==> src/rtl/sumador_serie.sv <==
// ---------------------------------------------------------------------------
// sumador_serie -- bit-serial adder, LSB first.
//
// Two N-bit operands are captured on an accepted start request and summed
// one bit per clock through a full adder built from two medio_sumador cells
// and an OR gate, with a carry flip-flop fed back between bits. The N-bit sum
// and the MSB carry-out are published together on the last bit edge, and a
// one-cycle completion pulse follows.
//
// Optional feature macro: SUMADOR_SERIE_RESTA_EN
//   When defined, an extra input 'resta' selects A - B (mod 2^N). In that
//   mode Cout = 1 means no borrow (A >= B). When undefined the port is
//   absent and the block only adds.
//
// Parameters:
//   N        operand/sum width in bits (1..32)
//
// Ports:
//   clk      system clock, rising edge
//   rst_n    asynchronous active-low reset
//   inicio   start request, honoured only while idle
//   A, B     operands, captured with an accepted inicio
//   resta    (macro only) subtract select, captured with an accepted inicio
//   S        registered sum, updated only at completion
//   Cout     registered carry-out of the MSB
//   ocupado  high while an operation is in progress (state not REPOSO)
//   fin      one-cycle completion pulse
// ---------------------------------------------------------------------------

// Half adder: the arithmetic cell reused by the serial datapath.
module medio_sumador (
  input  logic a,
  input  logic b,
  output logic s,
  output logic c
);

  // Sum is the XOR, carry is the AND of the two input bits.
  assign s = a ^ b;
  assign c = a & b;

endmodule

module sumador_serie #(
  parameter int N = 8
) (
  input  logic         clk,
  input  logic         rst_n,
  input  logic         inicio,
  input  logic [N-1:0] A,
  input  logic [N-1:0] B,
`ifdef SUMADOR_SERIE_RESTA_EN
  input  logic         resta,
`endif
  output logic [N-1:0] S,
  output logic         Cout,
  output logic         ocupado,
  output logic         fin
);

  // The counter must be able to hold the value N after the last bit.
  localparam int CW = (N < 2) ? 1 : $clog2(N + 1);

  localparam logic [1:0] REPOSO = 2'd0;
  localparam logic [1:0] SUMA   = 2'd1;
  localparam logic [1:0] FIN    = 2'd2;

  logic [1:0]    state;
  logic [N-1:0]  reg_a;
  logic [N-1:0]  reg_b;
  logic [N-1:0]  sum_reg;
  logic [N-1:0]  sum_next;
  logic [CW-1:0] cnt;
  logic          carry;
  logic          resta_sel;

  logic          ha1_s;
  logic          ha1_c;
  logic          fa_s;
  logic          ha2_c;
  logic          fa_c;

  // Subtraction is two's complement: invert B and inject a carry-in of 1.
  // Without the optional feature the select is tied off so the load path is
  // exactly the addition path.
`ifdef SUMADOR_SERIE_RESTA_EN
  assign resta_sel = resta;
`else
  assign resta_sel = 1'b0;
`endif

  // Full adder on the current LSBs: the first half adder combines the two
  // operand bits, the second folds in the stored carry, and the two partial
  // carries can never both be 1, so an OR gives the majority function.
  medio_sumador u_ha1 (
    .a (reg_a[0]),
    .b (reg_b[0]),
    .s (ha1_s),
    .c (ha1_c)
  );

  medio_sumador u_ha2 (
    .a (ha1_s),
    .b (carry),
    .s (fa_s),
    .c (ha2_c)
  );

  assign fa_c = ha1_c | ha2_c;

  // The serial sum enters at the MSB and drifts right, so after N bits the
  // first (LSB) result bit ends up in position 0. Written as shift-then-set
  // so that the N=1 case needs no special slicing.
  always_comb begin
    sum_next        = sum_reg >> 1;
    sum_next[N-1]   = fa_s;
  end

  // Control and datapath state. REPOSO waits for a start request, SUMA
  // processes one bit per edge and publishes S/Cout on the last bit, and FIN
  // is a single cycle that drives the completion pulse before returning to
  // idle. Start requests outside REPOSO fall through untouched, which is what
  // makes them ignored while busy. S and Cout are only written on the last
  // SUMA edge so the partial serial sum never appears on the outputs.
  always_ff @(posedge clk or negedge rst_n) begin
    if (!rst_n) begin
      state   <= REPOSO;
      reg_a   <= '0;
      reg_b   <= '0;
      sum_reg <= '0;
      carry   <= 1'b0;
      cnt     <= '0;
      S       <= '0;
      Cout    <= 1'b0;
    end else begin
      case (state)
        REPOSO: begin
          if (inicio) begin
            reg_a <= A;
            reg_b <= resta_sel ? ~B : B;
            carry <= resta_sel;
            cnt   <= '0;
            state <= SUMA;
          end
        end
        SUMA: begin
          reg_a   <= reg_a >> 1;
          reg_b   <= reg_b >> 1;
          sum_reg <= sum_next;
          carry   <= fa_c;
          cnt     <= cnt + 1'b1;
          if (cnt == CW'(N - 1)) begin
            S     <= sum_next;
            Cout  <= fa_c;
            state <= FIN;
          end
        end
        FIN: begin
          state <= REPOSO;
        end
        default: begin
          state <= REPOSO;
        end
      endcase
    end
  end

  // Status flags come straight from the registered state.
  assign ocupado = (state != REPOSO);
  assign fin     = (state == FIN);

endmodule

==> config.mk <==
export PLATFORM = sky130hd
export DESIGN_NAME = sumador_serie
export DESIGN_NICKNAME = d
export VERILOG_FILES = /design/src/rtl/sumador_serie.sv
export SDC_FILE = /design/constraint.sdc
export NUM_CORES = 1
export LEC_CHECK = 0
export CORE_MARGIN = 2
export CORE_UTILIZATION = 51
export CTS_CLUSTER_SIZE = 10
export DETAILED_ROUTE_END_ITERATION = 8
export HOLD_SLACK_MARGIN = 0.15
export PLACE_DENSITY = 0.78
export SLEW_MARGIN = 20
export SYNTH_ARGS = -nofsm -noshare
export SYNTH_HDL_FRONTEND = slang
export SYNTH_SLANG_ARGS = --single-unit
==> constraint.sdc <==
create_clock -name clk -period 1.7 [get_ports clk]
set_input_delay 0.34 -clock clk [delete_from_list [all_inputs] [get_ports clk]]
set_output_delay 0.34 -clock clk [all_outputs]
set_load 0.1 [all_outputs]
==> results by group, run 1 <==
Logic synthesis
  • Sequential fraction of the synthesis area: 0.579
  • Yosys cell types: 22
  • Synth area leaders: dfrtp_1 (58%), nand2_1 (8.9%), mux2_2 (6.0%)
  • Post-synth ARST share: 1.00
  • Net Count, Synth: 180
  • Post-Synthesis Cells: 159
  • Top cell type's share of synthesized area: 0.579
  • Synth warn: 0
  • Post-synth EDFFs: 0
  • Top_reg_cell synth: dfrtp_1
  • Area leader, netlist: dfrtp_1
  • Synthesized area: 0.00168 mm2
  • Yosys reg bits: 39
  • Syn_area_per_cell: 10.6 um2

Route
  • DR pass1 iterations: 4
  • Vias/cell: 5.32
  • Routed Antenna Nets: 0
  • Routed wire length: 3280 um
  • Drt first-iter violations: 42
  • WL/cell: 13.5 um
  • Total number of vias: 1292
  • Post-route DRC: 0

Clock network
  • Reg clk slew, reported paths: 0.11 ns
  • Num Clock Sinks: 39
  • CTS tree: yes
  • Num CTS Buffers: 5
  • Longest Clk Path Bufs: 2
  • H-Tree Depth: 2
  • Worst skew pair latency: 0.35 ns
  • CTS Root Buffer Type: clkbuf_4

Power
  • Power per cell area: 2030 mW/mm2
  • Leakage: 0.00108 uW
  • Worst vdd ir: 0.963 mV

STA
  • Minimum clock period: 1.67 ns
  • Worst relative slew slack: 0.612
  • Final Hold Viols: 0
  • RSZ-0062 raised after global routing: yes
  • Max Slew Vio Count: 0
  • Max Freq: 0.600 GHz
  • Worst hold margin: 0.467 ns
  • Endpoints failing setup: 0
  • Final period utilization: 0.980
  • Least-Margin Pin Slew: 0.581 ns
  • Setup tns final: 0 ns
  • Layout Skew: 0.00516 ns
  • Setup ws final: 0.0340 ns

Global route
  • Largest net degree at the start of global routing: 23
  • Vias in the first global route: 1341
  • GRT Total Usage: 0.205
  • Gr ovfl total: 0
  • First-pass GRT wire length: 5650 um
  • Initial antenna violation count: 0

Worst hold path
  • Worst Hold Class: in2async

Critical path
  • Most frequent CP cell: buf_12
  • CP required: 1.36 ns
  • Worst-path cell chain: buf_12 -> or2_4 -> buf_12
  • Critical path type: reg2out
  • Crit-path slowest cell: dfrtp_2
  • Worst Path Arrival: 1.33 ns
  • CP Launch Type: flop
  • Max FO, Critical Path: 4
  • Worst Setup End Kind: primary output
  • Worst path max stage delay: 0.45 ns

Outcome
  • Status: completed

Cells and area
  • Design area: 0.00234 mm2
  • Layout cells sized above 1: 0.226
  • Utilization after layout: 0.756
  • # nets final: 219
  • ANT cells: 0
  • Largest registers: S (8), reg_a (8), reg_b (8)
  • Filler cells: 226
  • Area growth from synthesis to layout: 39.2%

Placed design
  • IO Port Bufs: 29
  • Area after DPL: 0.00218 mm2
  • DP HPWL: 2230 um
  • Post-place setup slack: -0.0661 ns
  • Final Wtd Congestion: 0.788

Floorplan
  • Chip Width: 61.5 um
  • # IOs: 30
  • Cell Rows: 20
  • Chip height: 61.5 um
  • Die area: 0.00378 mm2
  • Core area: 0.00310 mm2
  • Initial Utilization: 0.543

Job
  • Maxcap violations: 0
## final timing paths
check | depth (start not counted) | slack (ns) | to | from
min in group clk | 2 | 0.50 | sum_reg[1] | sum_reg[1]
max in group asynchronous | 3 | 0.77 | S[5] | rst_n
min reg2reg | 2 | 0.50 | sum_reg[1] | sum_reg[1]
min | 2 | 0.47 | S[0] | rst_n
max reg2reg | 5 | 0.09 | Cout | state[1]
max | 3 | 0.03 | ocupado | state[1]
## worst max-delay path, delay by kind of cell, from the launching register on
kind / cells / cell delay [ns]
buf+inv: 2 / 0.29
flops: 1 / 0.45
simple gates: 1 / 0.23
## cell families (layout without fill, tap and decap cells)
family | Yosys count | count (layout) | share of synthesized area
flops | 39 | 39 | 0.579
fa+ha+maj | 2 | 2 | 0.0193
mux | 10 | 10 | 0.0661
buf+inv | 10 | 50 | 0.0267
compound gates | 38 | 38 | 0.134
simple gates | 60 | 60 | 0.174
## cell usage in the layout (no fill, tap or decap), types with 2 or more instances in the layout
master / synthesis / final
clkdlybuf4s50_1: 0 / 17
clkbuf_4: 0 / 5
nand2b_1: 2 / 2
nand2_1: 40 / 40
a22oi_1: 9 / 9
o21ai_0: 17 / 17
buf_4: 0 / 7
buf_12: 0 / 13
mux2_2: 9 / 9
nand3_1: 3 / 3
a21oi_1: 8 / 8
and3b_1: 5 / 5
nor2b_1: 5 / 4
buf_6: 1 / 2
a22o_1: 3 / 3
dfrtp_1: 39 / 38
## report_power, final
part / internal, uW / switching [uW]
Combinational: 1030 / 1470
Sequential: 1310 / 305
Clock: 348 / 304
## cell usage after synthesis (2+ instances only)
cell,count
nand2b_1,2
clkbuf_1,9
and3b_1,5
a21oi_1,8
a22oi_1,9
nor2b_1,5
o21ai_0,17
nand2_1,40
nand3_1,3
dfrtp_1,39
mux2_2,9
a22o_1,3
## metrics by stage
stage / power [uW] / cells
after detailed placement: 4060 / 230
after floorplan: 3200 / 159
after global placement: 3960 / 230
final: 4770 / 243
after global routing: 5060 / 243
after CTS: 4790 / 243
## layout make-up
type,instances,area (um2),share of cell area
clock buffer,6,51.3,0.0219
clock inverter,2,35.0,0.0149
sequential,39,977,0.417
tap,44,55.1,0.0235
multi-input combinational,110,673,0.287
timing repair buffer,42,553,0.236
## per-layer routing
metal | wire length [um] | GRT usage
met2 | 1630 | 0.374
met1 | 1460 | 0.240
met5 | 0 | 0
met3 | 169 | 0.0630
met4 | 25 | 0.0365
## repair_timing
action                     CTS  global route
gates resized for setup      2             2
pin swaps                    0             1
setup endpoints to repair    1            10
buffers inserted             3             0
hold buffers                 1             0
gates cloned                 1             0
hold endpoints to repair    19             0
(Power assumes the default switching activity.)
==> inputs of run 2 (changes only) <==
--- a/config.mk
+++ b/config.mk
@@ -5,12 +5,14 @@
 export SDC_FILE = /design/constraint.sdc
 export NUM_CORES = 1
 export LEC_CHECK = 0
+export CAP_MARGIN = 20
 export CORE_MARGIN = 2
 export CORE_UTILIZATION = 51
 export CTS_CLUSTER_SIZE = 10
 export DETAILED_ROUTE_END_ITERATION = 8
 export HOLD_SLACK_MARGIN = 0.15
 export PLACE_DENSITY = 0.78
+export SKIP_LAST_GASP = 1
 export SLEW_MARGIN = 20
 export SYNTH_ARGS = -nofsm -noshare
 export SYNTH_HDL_FRONTEND = slang
==> results of run 2 <==
No change in the layout: final DEF, timing and power equal those of run 1.
==> inputs of run 3 (changes only) <==
--- a/config.mk
+++ b/config.mk
@@ -7,11 +7,10 @@
 export LEC_CHECK = 0
 export CAP_MARGIN = 20
 export CORE_MARGIN = 2
-export CORE_UTILIZATION = 51
+export CORE_UTILIZATION = 40
 export CTS_CLUSTER_SIZE = 10
 export DETAILED_ROUTE_END_ITERATION = 8
-export HOLD_SLACK_MARGIN = 0.15
-export PLACE_DENSITY = 0.78
+export HOLD_SLACK_MARGIN = 0.08
 export SKIP_LAST_GASP = 1
 export SLEW_MARGIN = 20
 export SYNTH_ARGS = -nofsm -noshare
==> run 3 against run 2 <==
Net effect:
- highest routed layer unchanged
- wire length is 0.15% higher
- register-to-register slack better by 0.10 ns
- clock power is 11% lower
- largest cell class unchanged
- largest power group unchanged
- via count is 0.54% lower
- combinational power is 3% lower
- hold slack better by 0.018 ns
==> results by group, run 3 (synthesized netlist as in run 1, its figures left out) <==
Clock network
  • Reg clk slew, reported paths: 0.07 ns
  • CTS tree: yes
  • CTS Root Buffer Type: clkbuf_8
  • H-Tree Depth: 2
  • Worst skew pair latency: 0.28 ns
  • Num Clock Sinks: 39
  • Num CTS Buffers: 5
  • Longest Clk Path Bufs: 2

Cells and area
  • Largest registers: S (8), reg_a (8), reg_b (8)
  • Most frequent cells in the layout: nand2_1 (40), dfrtp_1 (38), o21ai_0 (17), clkdlybuf4s50_1 (17), buf_12 (13)
  • Most common cell after layout, fill and taps aside: nand2_1
  • Area growth from synthesis to layout: 37.5%
  • ANT cells: 0
  • Layout cells sized above 1: 0.216
  • # nets final: 219

Critical path
  • Top cell family by delay on the critical path: flip-flops
  • Worst-path cell chain: buf_6 -> or2_2 -> buf_12
  • CP required: 1.36 ns
  • Max FO, Critical Path: 6
  • Crit-path slowest cell: dfrtp_1
  • Worst Path Arrival: 1.30 ns
  • Worst reg-to-reg setup slack: 0.19 ns
  • Worst path bufs/invs: 2
  • Critical path type: reg2out
  • CP Launch Type: flop
  • Worst Setup End Kind: primary output
  • Worst path max stage delay: 0.39 ns

Outcome
  • Status: completed

STA
  • Least-Margin Pin Slew: 0.476 ns
  • Final period utilization: 0.963
  • Layout Skew: 0.00554 ns
  • Worst hold margin: 0.485 ns
  • Endpoints failing setup: 0
  • Minimum clock period: 1.64 ns
  • Max Slew Vio Count: 0
  • Setup tns final: 0 ns
  • RSZ-0062 raised after global routing: no
  • Setup ws final: 0.0635 ns
  • Worst relative slew slack: 0.683
  • Max Freq: 0.611 GHz
  • Final Hold Viols: 0

Global route
  • Largest net degree at the start of global routing: 21
  • Gr ovfl total: 0
  • GRT Total Usage: 0.167
  • Vias in the first global route: 1262
  • Initial antenna violation count: 0
  • First-pass GRT wire length: 5760 um

Floorplan
  • Initial Utilization: 0.418
  • Cell Rows: 23
  • Chip height: 68.9 um
  • Core area: 0.00403 mm2
  • Chip Width: 68.9 um
  • # IOs: 30
  • Die area: 0.00475 mm2

Route
  • WL/cell: 13.2 um
  • Post-route DRC: 0
  • DR pass1 iterations: 4
  • Routed wire length: 3290 um
  • Vias/cell: 5.16
  • Drt first-iter violations: 63
  • Routed Antenna Nets: 0
  • Total number of vias: 1285

Placed design
  • IO Port Bufs: 29
  • DP HPWL: 2440 um
  • Post-place setup slack: 0.145 ns
  • Final Wtd Congestion: 0.763

Power
  • Pwr Total: 4660 uW
  • Leakage: 0.00106 uW
  • Power per cell area: 2010 mW/mm2
  • Worst vdd ir: 0.649 mV

Job
  • Maxcap violations: 0

Worst hold path
  • Worst Hold Class: reg2reg
-- run 3: stage by stage --
stage,util,std cells,area (um2)
5_1_grt,0.575,249,2320
2_1_floorplan,-,159,1690
6_report,0.575,249,2320
4_1_cts,0.570,247,2300
3_5_place_dp,0.549,239,2210
3_3_place_gp,0.549,239,2210
-- run 3: path summary, 6_finish.rpt --
kind	to	depth (start not counted)	startpoint
worst max-delay path	ocupado	3	state[1]
worst max register to register	S[2]	5	cnt[0]
worst min-delay path	sum_reg[1]	2	sum_reg[1]
worst min register to register	sum_reg[1]	2	sum_reg[1]
max in group asynchronous	state[0]	3	rst_n
min in group asynchronous	S[2]	2	rst_n
-- run 3: worst min-delay path: stages, from the launching register on --
cell and delay [ns]:
dfrtp_1 0.34, nand2_1 0.05, nand2_1 0.06
-- run 3: per-layer routing --
layer,vias up,GRT usage,wire (um)
li1,623,-,-
met2,30,0.273,1610
met5,-,0,0
met3,4,0.0438,138
met4,0,0.0662,13
met1,628,0.210,1530
-- run 3: power breakdown --
part / switching (uW) / internal (uW)
Combinational: 1440 / 990
Clock: 294 / 288
Sequential: 331 / 1310
-- run 3: what timing repair did --
item | in CTS | in global routing
hold buffers | 1 | 0
setup buffers | 0 | 2
resized for setup | 0 | 2
setup endpoints to repair | 1 | 9
endpoints found under the hold margin | 19 | 0
-- run 3: area by class of cell --
| cell class | count | area (um2) |
|---|---|---|
| Fill cell | 360 | 1710 |
| Sequential cell | 39 | 977 |
| Multi-Input combinational cell | 110 | 671 |
| Timing Repair Buffer | 42 | 524 |
| Clock buffer | 7 | 76.3 |
| Tap cell | 50 | 62.6 |
| Clock inverter | 1 | 5.00 |
